--- src/rtl/tenkey_pkg.sv ---
// -----------------------------------------------------------------------------
// tenkey_pkg
// Shared definitions for the tenkey producer: key-line and digit widths, the
// close request code and the driver state encoding.
// Optional feature macro used by the files that import this package:
//   TENKEY_CLOSE_EN - makes CLOSE_CODE a legal digit that raises 'close'.
// -----------------------------------------------------------------------------
package tenkey_pkg;

   localparam int TENKEY_W = 10;
   localparam int DIGIT_W  = 4;

   localparam logic [DIGIT_W-1:0] CLOSE_CODE = 4'hC;

   typedef enum logic [1:0] {
      IDLE  = 2'd0,
      PRESS = 2'd1,
      GAP   = 2'd2
   } state_e;

   // True for a plain decimal digit 0..9.
   function automatic logic is_bcd(input logic [DIGIT_W-1:0] d);
      return (d <= 4'd9);
   endfunction

endpackage

--- src/rtl/tenkey_dec.sv ---
// -----------------------------------------------------------------------------
// tenkey_dec
// Combinational decoder from a BCD digit to one-hot tenkey lines.
// Ports:
//   digit_i   - digit code (0..9 decimal keys, CLOSE_CODE when enabled)
//   onehot_o  - one-hot key lines, all zero for any non-decimal code
//   legal_o   - code may be accepted as a key press
//   close_o   - code is the close request
// Optional feature: TENKEY_CLOSE_EN makes CLOSE_CODE legal; without it the
// close code is treated like every other illegal code.
// -----------------------------------------------------------------------------
module tenkey_dec
   import tenkey_pkg::*;
(
   input  logic [DIGIT_W-1:0]  digit_i,
   output logic [TENKEY_W-1:0] onehot_o,
   output logic                legal_o,
   output logic                close_o
);

   // Digit classification and one-hot decode.
   always_comb begin
      onehot_o = '0;
      legal_o  = 1'b0;
      close_o  = 1'b0;
      if (is_bcd(digit_i)) begin
         onehot_o = TENKEY_W'(1'b1) << digit_i;
         legal_o  = 1'b1;
      end else begin
`ifdef TENKEY_CLOSE_EN
         if (digit_i == CLOSE_CODE) begin
            legal_o = 1'b1;
            close_o = 1'b1;
         end else begin
            legal_o = 1'b0;
         end
`else
         legal_o = 1'b0;
`endif
      end
   end

endmodule

--- src/rtl/tenkey_driver_chk.sv ---
// -----------------------------------------------------------------------------
// tenkey_driver_chk
// Elaboration-time checks on the tenkey_driver timing parameters. The press
// and gap counters are 8 bits wide and count down to zero, so both lengths
// must lie in 1..255.
// Ports: none.
// -----------------------------------------------------------------------------
module tenkey_driver_chk #(
   parameter int PRESS_CYCLES = 4,
   parameter int GAP_CYCLES   = 2
) ();

   if ((PRESS_CYCLES < 1) || (PRESS_CYCLES > 255)) begin : g_bad_press
      $error("tenkey_driver: PRESS_CYCLES out of range 1..255");
   end

   if ((GAP_CYCLES < 1) || (GAP_CYCLES > 255)) begin : g_bad_gap
      $error("tenkey_driver: GAP_CYCLES out of range 1..255");
   end

endmodule

--- src/rtl/tenkey_driver.sv ---
// -----------------------------------------------------------------------------
// tenkey_driver
// Producer end of the tenkey interface. Accepts digits over valid/ready,
// holds the decoded key for PRESS_CYCLES cycles, then keeps all key lines low
// for GAP_CYCLES cycles before the next digit can be accepted.
// Ports:
//   clk          - clock, rising edge
//   rst_n        - asynchronous active-low reset
//   digit        - digit to press (held stable by upstream until accepted)
//   digit_valid  - digit is presented
//   digit_ready  - driver accepts a digit this cycle (IDLE and out of reset)
//   tenkey       - one-hot key lines, nonzero only while pressing
//   close        - close request, held like a key press
//   busy         - pressing or in the release gap
//   err          - one-cycle pulse when an illegal digit is accepted
// Optional feature: TENKEY_CLOSE_EN enables the close code. Without it the
// decoder never reports a close, so 'close' stays at its reset value of 0.
// -----------------------------------------------------------------------------
module tenkey_driver
   import tenkey_pkg::*;
#(
   parameter int PRESS_CYCLES = 4,
   parameter int GAP_CYCLES   = 2
) (
   input  logic                clk,
   input  logic                rst_n,
   input  logic [DIGIT_W-1:0]  digit,
   input  logic                digit_valid,
   output logic                digit_ready,
   output logic [TENKEY_W-1:0] tenkey,
   output logic                close,
   output logic                busy,
   output logic                err
);

   // Counters are loaded with length-1 and the phase ends when they hit 0.
   localparam logic [7:0] PRESS_LOAD = 8'(PRESS_CYCLES - 1);
   localparam logic [7:0] GAP_LOAD   = 8'(GAP_CYCLES - 1);

   state_e                state_q;
   logic [7:0]            cnt_q;
   logic [7:0]            cnt_d;
   logic [TENKEY_W-1:0]   tenkey_q;
   logic                  close_q;
   logic                  err_q;

   logic [TENKEY_W-1:0]   dec_onehot_s;
   logic                  dec_legal_s;
   logic                  dec_close_s;
   logic                  accept_s;

   tenkey_driver_chk #(
      .PRESS_CYCLES (PRESS_CYCLES),
      .GAP_CYCLES   (GAP_CYCLES)
   ) u_chk ();

   tenkey_dec u_dec (
      .digit_i  (digit),
      .onehot_o (dec_onehot_s),
      .legal_o  (dec_legal_s),
      .close_o  (dec_close_s)
   );

   // Ready is dropped while rst_n is low so nothing is offered during reset.
   assign digit_ready = rst_n && (state_q == IDLE);
   assign accept_s    = digit_valid && digit_ready;
   assign cnt_d       = cnt_q - 8'd1;

   // Press/gap sequencer with registered key, close and error outputs.
   always_ff @(posedge clk or negedge rst_n) begin
      if (!rst_n) begin
         state_q  <= IDLE;
         cnt_q    <= 8'd0;
         tenkey_q <= '0;
         close_q  <= 1'b0;
         err_q    <= 1'b0;
      end else begin
         err_q <= 1'b0;
         case (state_q)
            IDLE: begin
               if (accept_s) begin
                  if (dec_legal_s) begin
                     state_q  <= PRESS;
                     cnt_q    <= PRESS_LOAD;
                     tenkey_q <= dec_onehot_s;
                     close_q  <= dec_close_s;
                  end else begin
                     err_q <= 1'b1;
                  end
               end
            end
            PRESS: begin
               if (cnt_q == 8'd0) begin
                  state_q  <= GAP;
                  cnt_q    <= GAP_LOAD;
                  tenkey_q <= '0;
                  close_q  <= 1'b0;
               end else begin
                  cnt_q <= cnt_d;
               end
            end
            GAP: begin
               if (cnt_q == 8'd0) begin
                  state_q <= IDLE;
               end else begin
                  cnt_q <= cnt_d;
               end
            end
            default: begin
               state_q  <= IDLE;
               cnt_q    <= 8'd0;
               tenkey_q <= '0;
               close_q  <= 1'b0;
            end
         endcase
      end
   end

   assign tenkey = tenkey_q;
   assign close  = close_q;
   assign err    = err_q;
   assign busy   = (state_q != IDLE);

endmodule

--- config.mk ---
export PLATFORM = sky130hd
export DESIGN_NAME = tenkey_driver
export DESIGN_NICKNAME = d
export VERILOG_FILES = /design/src/rtl/tenkey_pkg.sv /design/src/rtl/tenkey_dec.sv /design/src/rtl/tenkey_driver_chk.sv /design/src/rtl/tenkey_driver.sv
export SDC_FILE = /design/constraint.sdc
export NUM_CORES = 1
export LEC_CHECK = 0
export CAP_MARGIN = 15
export CORE_MARGIN = 2
export CORE_UTILIZATION = 51
export CTS_CLUSTER_DIAMETER = 50
export DETAILED_ROUTE_END_ITERATION = 10
export MAX_ROUTING_LAYER = met4
export PLACE_DENSITY = 0.78
export SLEW_MARGIN = 40
export SYNTH_ARGS = -nofsm -noshare
export SYNTH_HDL_FRONTEND = slang
export SYNTH_SLANG_ARGS = --single-unit
--- constraint.sdc ---
create_clock -name clk -period 1.9 [get_ports clk]
set_input_delay 0.285 -clock clk [delete_from_list [all_inputs] [get_ports clk]]
set_output_delay 0.285 -clock clk [all_outputs]
set_load 0.02 [all_outputs]
==> impl_metrics.toml <==
[run_status]
status = "complete, no violations"

[cts]
clock_path_buffers = 2
clk_pin_slew_ns = 0.13
cts_tree = "built"
cts_buffers = 3
clkSinkCount = 21
cts_resized = 2
htree_levels = 1
root_buffer = "clkbuf_4"
holdBufCountCts = 0
clk_latency_ns = 0.31
cts_setup_buffers = 0

[sta]
finalSetupViolations = 0
clock_skew_ns = 0.0122
hold_viol = 0
slew_violations = 0
max_clock_freq_ghz = 0.572
fin_tns_setup_ns = 0
fin_crit_sh = 0.921
hold_slack_ns = 0.313
rsz0062_at_grt = "no"
fin_ws_ns = 0.151
finalCriticalPeriod_ns = 1.75

[logic_synthesis]
yosysSeqAreaShare = 0.450
synth_edf_count = 0
synth_nets = 132
synth_ff_type = "dfrtp_1"
syn-cell-area_sq_mm = 0.00117
ys_ff_latch = 21
synthAdderAreaFrac = 0.0214
synthMuxAreaShare = 0
ys_async_sr_fraction = 1.00
synth-xor-area-share = 0.0225
synth_compound_area_frac = 0.214
synth-simple-area-share = 0.243
syn_avg_cell_area_sq_um = 9.49
yosysWarnings = 0
synth_top_family_by_area = "simple AND/OR/NAND/NOR gates"
syn-instance-count = 123
ys_types = 40

[setup_path]
cp_slowest_cell = "dfrtp_1"
cp-endpoint = "tenkey[2]$_DFFE_PN0P_"
path_cells = "inv_1 > ha_1 > and3_1 > o21ai_4 > buf_4 > a21o_1"
critical_path_class = "flop to flop"
ff2ff_path_depth = 6
reg2reg_to = "tenkey[2]$_DFFE_PN0P_"
slowest_delay_ns = 0.42
end_kind = "flop"
rrSetupSlack_ns = 0.15
crit_required_ns = 2.11
crit_path_start_kind = "flop"
crit_path_max_fanout = 11
arrival_ns = 1.96
r2r_start = "cnt_q[0]$_DFFE_PN0P_"
critPathLaunch = "cnt_q[0]$_DFFE_PN0P_"

[cells_and_area]
fin_nets = 165
layout_commonest_cell = "dfrtp_1"
drive_gt1_frac = 0.148
layout_common_cells = "21 x dfrtp_1, 17 x clkdlybuf4s50_1, 16 x nand2_1"
final_cell_area_sq_mm = 0.00150
fin_util = 0.685
area_growth_pct = 28.5
diodes = 0

[placed_design]
post-dp-hpwl_mm = 2.01
gp_congestion = 0.846
placed_area_sq_mm = 0.00147
port_buffers = 19
dp_worst_setup_slack_ns = -0.0142

[route]
initialDrtViolationCount = 18
num_vias = 1042
antenna_left = 0
via_per_inst = 5.69
wl_mm = 2.65
dr.pass1.iters = 4
wl_per_cell_um = 14.5
drc_errors = 0

[die]
start_util = 0.533
io-pin-count = 21
core_area_sq_mm = 0.00219
fp.dieH_um = 51.8
row_count = 17
fp.dieArea_sq_mm = 0.00269
die_x_um = 51.8

[grt]
first_global_vias = 1025
grt_pass1_wl_mm = 4.35
grt_max_degree = 16
track_usage = 0.225
grt-ovfl-total = 0
antenna_found_initial = 0

[power_and_ir_drop]
p_per_area_mw_per_mm2 = 1480
power.leakage_nw = 0.649
ir_drop_mv = 0.981

[hold_path]
hold_class = "input pin to async pin"

[flow_run]
cap_violations = 0
## layer usage
metal | GRT usage | share of wire | vias up
li1 | - | - | 510
met1 | 0.264 | 0.43 | 495
met2 | 0.384 | 0.50 | 33
met3 | 0.0374 | 0.058 | 4
met4 | 0.0877 | 0.0095 | 0
met5 | - | 0 | -
## kinds of logic (layout without fill, tap and decap cells)
group	count (synthesis)	count (layout)
xor gates and xnor gates	3	3
AOI/OAI and AO/OA	34	34
buffers and inverters	10	42
DFF	21	21
adders and majority gates	2	2
other	1	1
and+or+nand+nor	52	52
## flip-flops by register name, indices dropped and copies added, names as in the netlist
| register | count |
|---|---|
| cnt_q | 8 |
| err | 1 |
| state_q | 2 |
| tenkey | 10 |
## per-stage QoR
step | cells | total power [mW]
after floorplan | 123 | 1.53
after global placement | 179 | 1.95
after detailed placement | 179 | 1.99
after CTS | 183 | 2.20
after global routing | 183 | 2.37
final | 183 | 2.22
## synth_stat cells (2+ instances only)
master,number,area [sq um]
nand4b_1,3,26.3
nand3_1,4,20.0
ha_1,2,25.0
dfrtp_1,21,526
and3_1,2,12.5
nand2_1,16,60.1
o21ai_0,10,50.1
or3_1,3,18.8
nand2b_1,5,31.3
nor2_1,8,30.0
o21a_1,2,15.0
a21oi_1,3,15.0
buf_4,2,15.0
nand4_1,2,12.5
o41ai_1,2,17.5
inv_1,4,15.0
xor2_1,2,17.5
clkbuf_1,2,7.51
nor3_1,4,20.0
o31ai_1,6,45.0
## worst min-delay path by stage
| stage | from | cells past startpoint | to | slack [ns] |
|---|---|---|---|---|
| global route | rst_n | 2 | tenkey[6]$_DFFE_PN0P_ | 0.32 |
| global placement | tenkey[0]$_DFFE_PN0P_ | 2 | tenkey[0]$_DFFE_PN0P_ | 0.46 |
| finish | rst_n | 2 | tenkey[6]$_DFFE_PN0P_ | 0.31 |
| detailed placement | tenkey[2]$_DFFE_PN0P_ | 1 | tenkey[2]$_DFFE_PN0P_ | 0.47 |
| floorplan | rst_n | 0 | cnt_q[0]$_DFFE_PN0P_ | -0.01 |
| CTS | rst_n | 2 | tenkey[6]$_DFFE_PN0P_ | 0.31 |
## critical path, delay by kind of cell (launching register included)
| family | cells | cell delay, ns |
|---|---|---|
| buffers and inverters | 2 | 0.31 |
| adder cells (fa/ha/maj) | 1 | 0.22 |
| flip-flops | 1 | 0.42 |
| AND/OR/NAND/NOR | 1 | 0.36 |
| AO/OA/AOI/OAI | 2 | 0.33 |
## report_power, final
part / switching [mW] / total, mW / internal [mW]
clock network: 0.145 / 0.224 / 0.0787
registers: 0.100 / 0.669 / 0.568
logic: 0.745 / 1.33 / 0.582
total: 0.991 / 2.22 / 1.23
## cell type report
class,count,area (sq um)
fill,187,691
inverter,4,15.0
sequential,21,526
timing repair buffer,34,300
tap,28,35.0
clock inverter,1,5.00
multi-input combinational,92,597
clock buffer,3,22.5
No activity file was read; power rests on OpenSTA's default activity.
